## src/rtl/mmv_ofm_packer.sv

```systemverilog
// mmv_ofm_packer: regroups a fold-serial output-pixel stream into MMV_OUT-pixel-wide beats.
// A ping-pong pair of banks lets one group fill while the previous group drains.
module mmv_ofm_packer #(
    parameter int PE          = 1,
    parameter int PRECISION   = 8,
    parameter int OFMChannels = 4,
    parameter int OFMWidth    = 5,
    parameter int OFMHeight   = 2,
    parameter int MMV_OUT     = 2,
    parameter     RAM_STYLE   = "auto"
) (
    input  logic                            aclk,
    input  logic                            aresetn,
    input  logic [PE*PRECISION-1:0]         s_axis_tdata,
    input  logic                            s_axis_tvalid,
    output logic                            s_axis_tready,
    output logic [MMV_OUT*PE*PRECISION-1:0] m_axis_tdata,
    output logic                            m_axis_tvalid,
    input  logic                            m_axis_tready,
    output logic                            m_axis_tlast
);

    localparam int NF   = OFMChannels / PE;
    localparam int DW   = PE * PRECISION;
    localparam int OW   = MMV_OUT * DW;
    localparam int FW   = $clog2(NF > 2 ? NF : 2);
    localparam int LW   = $clog2(MMV_OUT > 2 ? MMV_OUT : 2);
    localparam int CW   = $clog2(OFMWidth > 2 ? OFMWidth : 2);
    localparam int RW   = $clog2(OFMHeight > 2 ? OFMHeight : 2);
    localparam int CNTW = $clog2(MMV_OUT + 1);

    localparam logic [FW-1:0] FOLD_MAX = FW'(NF - 1);
    localparam logic [LW-1:0] LANE_MAX = LW'(MMV_OUT - 1);
    localparam logic [CW-1:0] COL_MAX  = CW'(OFMWidth - 1);
    localparam logic [RW-1:0] ROW_MAX  = RW'(OFMHeight - 1);

    (* ram_style = RAM_STYLE *)
    logic [DW-1:0] mem_q [2][MMV_OUT][NF];

    logic                       aresetn_q;
    logic [FW-1:0]              fold_q, fold_d;
    logic [LW-1:0]              lane_q, lane_d;
    logic [CW-1:0]              col_q, col_d;
    logic [RW-1:0]              row_q, row_d;
    logic                       wb_q, wb_d;
    logic                       rb_q, rb_d;
    logic [FW-1:0]              rf_q, rf_d;
    logic [1:0]                 full_q, full_d;
    logic [1:0][CNTW-1:0]       cnt_q, cnt_d;
    logic [1:0]                 last_grp_q, last_grp_d;

    logic                       rd_valid_q, rd_valid_d;
    logic [OW-1:0]              rd_data_q, rd_data_d;
    logic                       rd_last_q, rd_last_d;
    logic                       out_valid_q, out_valid_d;
    logic [OW-1:0]              out_data_q, out_data_d;
    logic                       out_last_q, out_last_d;

    logic                       in_fire;
    logic                       fold_end;
    logic                       lane_end;
    logic                       row_tail;
    logic                       row_end;
    logic                       rd_adv;
    logic                       rd_issue;
    logic                       rd_last_fold;
    logic                       m_fire;
    logic [OW-1:0]              rd_beat;

    assign s_axis_tready = aresetn_q & ~full_q[wb_q];
    assign in_fire       = s_axis_tvalid & s_axis_tready;
    assign fold_end      = (fold_q == FOLD_MAX);
    assign lane_end      = (lane_q == LANE_MAX);
    assign row_tail      = (col_q == COL_MAX);
    assign row_end       = (row_q == ROW_MAX);

    assign m_fire        = out_valid_q & m_axis_tready;
    assign rd_adv        = rd_valid_q & (~out_valid_q | m_axis_tready);
    // A bank is released as soon as its last fold moves into the read register,
    // so the writer can refill it while that fold is still in the output pipe.
    assign rd_issue      = full_q[rb_q] & (~rd_valid_q | rd_adv);
    assign rd_last_fold  = (rf_q == FOLD_MAX);

    assign m_axis_tdata  = out_data_q;
    assign m_axis_tvalid = out_valid_q;
    assign m_axis_tlast  = out_last_q;

    always_comb begin
        rd_beat = '0;
        for (int k = 0; k < MMV_OUT; k++) begin
            if (CNTW'(k) < cnt_q[rb_q]) begin
                rd_beat[k*DW +: DW] = mem_q[rb_q][k][rf_q];
            end
        end
    end

    always_comb begin
        fold_d     = fold_q;
        lane_d     = lane_q;
        col_d      = col_q;
        row_d      = row_q;
        wb_d       = wb_q;
        rb_d       = rb_q;
        rf_d       = rf_q;
        full_d     = full_q;
        cnt_d      = cnt_q;
        last_grp_d = last_grp_q;

        if (rd_issue) begin
            if (rd_last_fold) begin
                full_d[rb_q] = 1'b0;
                rb_d         = ~rb_q;
                rf_d         = '0;
            end else begin
                rf_d = rf_q + FW'(1);
            end
        end

        if (in_fire) begin
            if (!fold_end) begin
                fold_d = fold_q + FW'(1);
            end else begin
                fold_d = '0;
                if (row_tail) begin
                    col_d = '0;
                    row_d = row_end ? '0 : row_q + RW'(1);
                end else begin
                    col_d = col_q + CW'(1);
                end
                // A short group at the row tail closes early with fewer lanes.
                if (lane_end || row_tail) begin
                    full_d[wb_q]     = 1'b1;
                    cnt_d[wb_q]      = CNTW'(lane_q) + CNTW'(1);
                    last_grp_d[wb_q] = row_end & row_tail;
                    wb_d             = ~wb_q;
                    lane_d           = '0;
                end else begin
                    lane_d = lane_q + LW'(1);
                end
            end
        end
    end

    always_comb begin
        rd_valid_d  = rd_valid_q;
        rd_data_d   = rd_data_q;
        rd_last_d   = rd_last_q;
        out_valid_d = out_valid_q;
        out_data_d  = out_data_q;
        out_last_d  = out_last_q;

        if (rd_issue) begin
            rd_valid_d = 1'b1;
            rd_data_d  = rd_beat;
            rd_last_d  = last_grp_q[rb_q] & rd_last_fold;
        end else if (rd_adv) begin
            rd_valid_d = 1'b0;
        end

        if (rd_adv) begin
            out_valid_d = 1'b1;
            out_data_d  = rd_data_q;
            out_last_d  = rd_last_q;
        end else if (m_fire) begin
            out_valid_d = 1'b0;
        end
    end

    always_ff @(posedge aclk) begin
        if (aresetn && in_fire) begin
            mem_q[wb_q][lane_q][fold_q] <= s_axis_tdata;
        end
    end

    always_ff @(posedge aclk) begin
        if (!aresetn) begin
            aresetn_q   <= 1'b0;
            fold_q      <= '0;
            lane_q      <= '0;
            col_q       <= '0;
            row_q       <= '0;
            wb_q        <= 1'b0;
            rb_q        <= 1'b0;
            rf_q        <= '0;
            full_q      <= '0;
            cnt_q       <= '0;
            last_grp_q  <= '0;
            rd_valid_q  <= 1'b0;
            rd_data_q   <= '0;
            rd_last_q   <= 1'b0;
            out_valid_q <= 1'b0;
            out_data_q  <= '0;
            out_last_q  <= 1'b0;
        end else begin
            aresetn_q   <= 1'b1;
            fold_q      <= fold_d;
            lane_q      <= lane_d;
            col_q       <= col_d;
            row_q       <= row_d;
            wb_q        <= wb_d;
            rb_q        <= rb_d;
            rf_q        <= rf_d;
            full_q      <= full_d;
            cnt_q       <= cnt_d;
            last_grp_q  <= last_grp_d;
            rd_valid_q  <= rd_valid_d;
            rd_data_q   <= rd_data_d;
            rd_last_q   <= rd_last_d;
            out_valid_q <= out_valid_d;
            out_data_q  <= out_data_d;
            out_last_q  <= out_last_d;
        end
    end

endmodule

```

## config.mk

```make
export PLATFORM = sky130hd
export DESIGN_NAME = mmv_ofm_packer
export DESIGN_NICKNAME = d
export VERILOG_FILES = /design/src/rtl/mmv_ofm_packer.sv
export SDC_FILE = /design/constraint.sdc
export NUM_CORES = 1
export LEC_CHECK = 0
export CORE_UTILIZATION = 54
export DETAILED_ROUTE_END_ITERATION = 7
export PLACE_DENSITY = 0.81
export SLEW_MARGIN = 20
export SYNTH_ARGS = -nofsm -noshare
export SYNTH_HDL_FRONTEND = slang
export SYNTH_SLANG_ARGS = --single-unit
```

## constraint.sdc

```tcl
create_clock -name aclk -period 2.1 [get_ports aclk]
set_clock_uncertainty 0.05 [all_clocks]
set_input_delay 0.42 -clock aclk [delete_from_list [all_inputs] [get_ports aclk]]
set_output_delay 0.42 -clock aclk [all_outputs]
set_load 0.02 [all_outputs]
```

==> summary.md <==
| Metric | Value |
|---|---|
| Worst hold start | last_grp_q[1] |
| Post-synthesis sequential area ratio | 0.6893 |
| DP Wirelength | 9.419 mm |
| Worst VDD drop | 0.5584 mV |
| Largest family of logic cells by synthesized area | multiplexers |
| Min Tclk post-route | 2.041 ns |
| Final hold slack | 0.4135 ns |
| Simple-gate share of the synthesized area | 0.05952 |
| Overflow after GRT | 0 |
| Tot Pwr | 7514 uW |
| Unrepaired setup endpoints after global routing | no |
| Antenna Cells | 0 |
| Hold_buf cts | 0 |
| Initial Util | 0.5639 |
| Worst path cell trace | mux2_4 > nor2_1 > clkdlybuf4s15_1 |
| Largest net degree at the start of global routing | 35 |
| Top cell type's share of synthesized area | 0.5315 |
| Die Y | 117.7 um |
| Final #Nets | 537 |
| Max_slew headroom | 0.4207 |
| Fmax | 490.1 MHz |
| Worst Tran Pin Value | 0.8672 ns |
| CP startpoint kind | flop |
| Worst setup path class | reg2out |
| Mapped Avg Cell Area | 15.82 sq um |
| Crit path largest cell delay | 0.40 ns |
| Cell variety after synth | 40 |
| Post-Place Setup Slack | -0.06158 ns |
| Final Core Density | 0.6689 |
| Port Buf Inserts | 30 |
| Pwr/cell area | 875.9 nW/um^2 |
| Synth Area in Compound Gates | 0.07232 |
| Crit Path Max Fanout | 3 |
| Post-Synth XOR/XNOR Area | 0 |
| Sinks on the clock net | 185 |
| Synth Warn # | 0 |
| TritonCTS clock tree | yes |
| DRC | 0 |
| Post-CTS Resized | 1 |
| Htree depth | 4 |
| R2r setup slk | 0.07 ns |
| Hold Path Class | reg2reg |
| Fin. max-slew vios | 0 |
| Setup TNS | 0 ns |
| Via count | 4,292 |
| Worst R2R Start | rb_q |
| Die ar. | 13,860 sq um |
| Clock Latency Late Sink | 0.43 ns |
| Max-cap viol count | 0 |
| Setup ws final | 0.05942 ns |
| Leakage | 0.002721 uW |
| Share of cells above drive strength 1 | 0.2264 |
| Post-CTS Setup Bufs | 0 |
| Yosys top cell by area | edfxtp_1 |
| Root buf cell | clkbuf_16 |
| Global-route wire length before repair | 23.85 mm |
| Synthesized flop and latch total | 185 |
| Synth area leaders | edfxtp_1 (53%), dfxtp_1 (16%), mux4_2 (10%) |
| Post-DR vias/cell | 6.114 |
| Syn nets | 476 |
| Site Rows | 41 |
| Final period util | 0.9717 |
| Core box area | 12,820 sq um |
| Crit-path slowest cell | dfxtp_1 |
| Drt initial violations | 454 |
| Final wirelength | 15.19 mm |
| WP buf/inv | 1 |
| Gate Count Post-Synth | 457 |
| Die Wd | 117.7 um |
| Crit path capture type | primary output |
| Worst path arrival time | 1.57 ns |
| Layout area overhead | 18.62% |
| Ports | 31 |
| Final setup vio count | 0 |
| Status | complete, no violations |
| Num CTS Buffers | 17 |
| Worst-path clk slew | 0.07 ns |
| Critical Path Source | wb_q |
| Global Route Usage Sum | 0.2326 |
| Final Hold Vio Count | 0 |
| Vias in the first global route | 4,305 |
| Clk buf depth | 2 |
| Avg WL per Cell | 21.63 um |
| Critical Path RT | 1.63 ns |
| Synth Area in Adders | 0.01211 |
| 1st-pass router iterations | 7 |
| Mapped Area | 7232 sq um |
| Routability cong. | 0.7862 |
| Initial antenna violation count | 0 |
| CP delay by family, top | flip-flops |
| Mux share of post-synthesis cell area | 0.1381 |
| Routed Antenna Nets | 0 |
## metal layers
layer	vias up	track usage	share of wire
met5	-	0	0
li1	1904	-	-
met4	0	0.1082	0.025
met3	31	0.04312	0.064
met1	2154	0.2898	0.40
met2	203	0.3941	0.51
## registers in the layout (all words and copies together), names as in the netlist, named ones only
signal and flops:
rf_q 2, m_axis_tvalid 1, lane_end 1, row_end 1
rd_data_q 16, m_axis_tdata 16, last_grp_q 2, aresetn_q 1
full_q 2, fold_q 2, m_axis_tlast 1, mem_q 128
cnt_q 4, col_q 3, wb_q 1, rd_last_q 1
rd_valid_q 1, rb_q 1
## cell families (layout without fill, tap and decap cells)
| logic type | count (synthesis) | count (layout) |
|---|---|---|
| AO/OA/AOI/OAI | 86 | 86 |
| adder cells (fa/ha/maj) | 7 | 7 |
| buffers and inverters | 45 | 118 |
| flip-flops | 185 | 185 |
| multiplexers | 58 | 58 |
| AND/OR/NAND/NOR | 76 | 76 |
## worst reg2reg max path, stage by stage, from the launching register on
cell and delay, ns:
dfxtp_1 0.56, mux2_2 0.43, a21oi_1 0.68, a22o_1 0.26
## power breakdown
| group | internal [uW] | total [uW] | switching (uW) |
|---|---|---|---|
| registers | 3900 | 3910 | 5.26 |
| clock network | 2120 | 3470 | 1350 |
| logic | 45.3 | 139 | 93.7 |
## per-stage QoR
step           instances  cell area (sq um)
3_3_place_gp         671               7926
5_1_grt              702               8578
2_1_floorplan        457               7232
3_5_place_dp         671               7926
6_report             702               8578
4_1_cts              702               8569
## final timing paths
| path | to | cells past startpoint |
|---|---|---|
| setup / recovery | s_axis_tready | 3 |
| hold / removal | last_grp_q[1] | 2 |
| setup reg to reg | rd_data_q[12] | 3 |
| hold reg to reg | last_grp_q[1] | 2 |
## area by class of cell
class,count,area [sq um]
inverters,18,67.56
clock inverters,14,219.0
multi-input cells,227,2047
fillers,834,4247
well taps,172,215.2
clock buffers,17,425.4
flip-flops and latches,185,4986
repair buffers,69,618.1
## synthesized netlist by cell type (all sizes together)
master	instances
clkbuf	14
mux4	32
nand2b	3
dfxtp	57
nor4b	1
nand3	22
o21a	2
and3	1
o31a	1
or4	3
buf	13
edfxtp	128
a21oi	33
and3b	1
nor2	19
mux2	11
inv	18
o32ai	9
o21ai	24
o22ai	2
mux2i	15
nand2	8
nand4	8
ha	7
nor4	2
and2	1
nand3b	3
or2	1
a31oi	1
a22o	9
o31ai	5
nand4b	2
nor2b	1
## placed cells by master (no fill, tap or decap), drive strengths merged
cell type / netlist / final
a21oi: 33 / 33
a22o: 9 / 9
a31oi: 1 / 1
and2: 1 / 1
and3: 1 / 1
and3b: 1 / 1
buf: 13 / 39
bufinv: 0 / 5
clkbuf: 14 / 17
clkdlybuf4s15: 0 / 1
clkdlybuf4s50: 0 / 29
clkinv: 0 / 4
clkinvlp: 0 / 2
dfxtp: 57 / 57
edfxtp: 128 / 128
ha: 7 / 7
inv: 18 / 21
mux2: 11 / 11
mux2i: 15 / 15
mux4: 32 / 32
nand2: 8 / 8
nand2b: 3 / 3
nand3: 22 / 22
nand3b: 3 / 3
nand4: 8 / 8
nand4b: 2 / 2
nor2: 19 / 19
nor2b: 1 / 1
nor4: 2 / 2
nor4b: 1 / 1
o21a: 2 / 2
o21ai: 24 / 24
o22ai: 2 / 2
o31a: 1 / 1
o31ai: 5 / 5
o32ai: 9 / 9
or2: 1 / 1
or4: 3 / 3
Power figures use the tool's default switching activity.
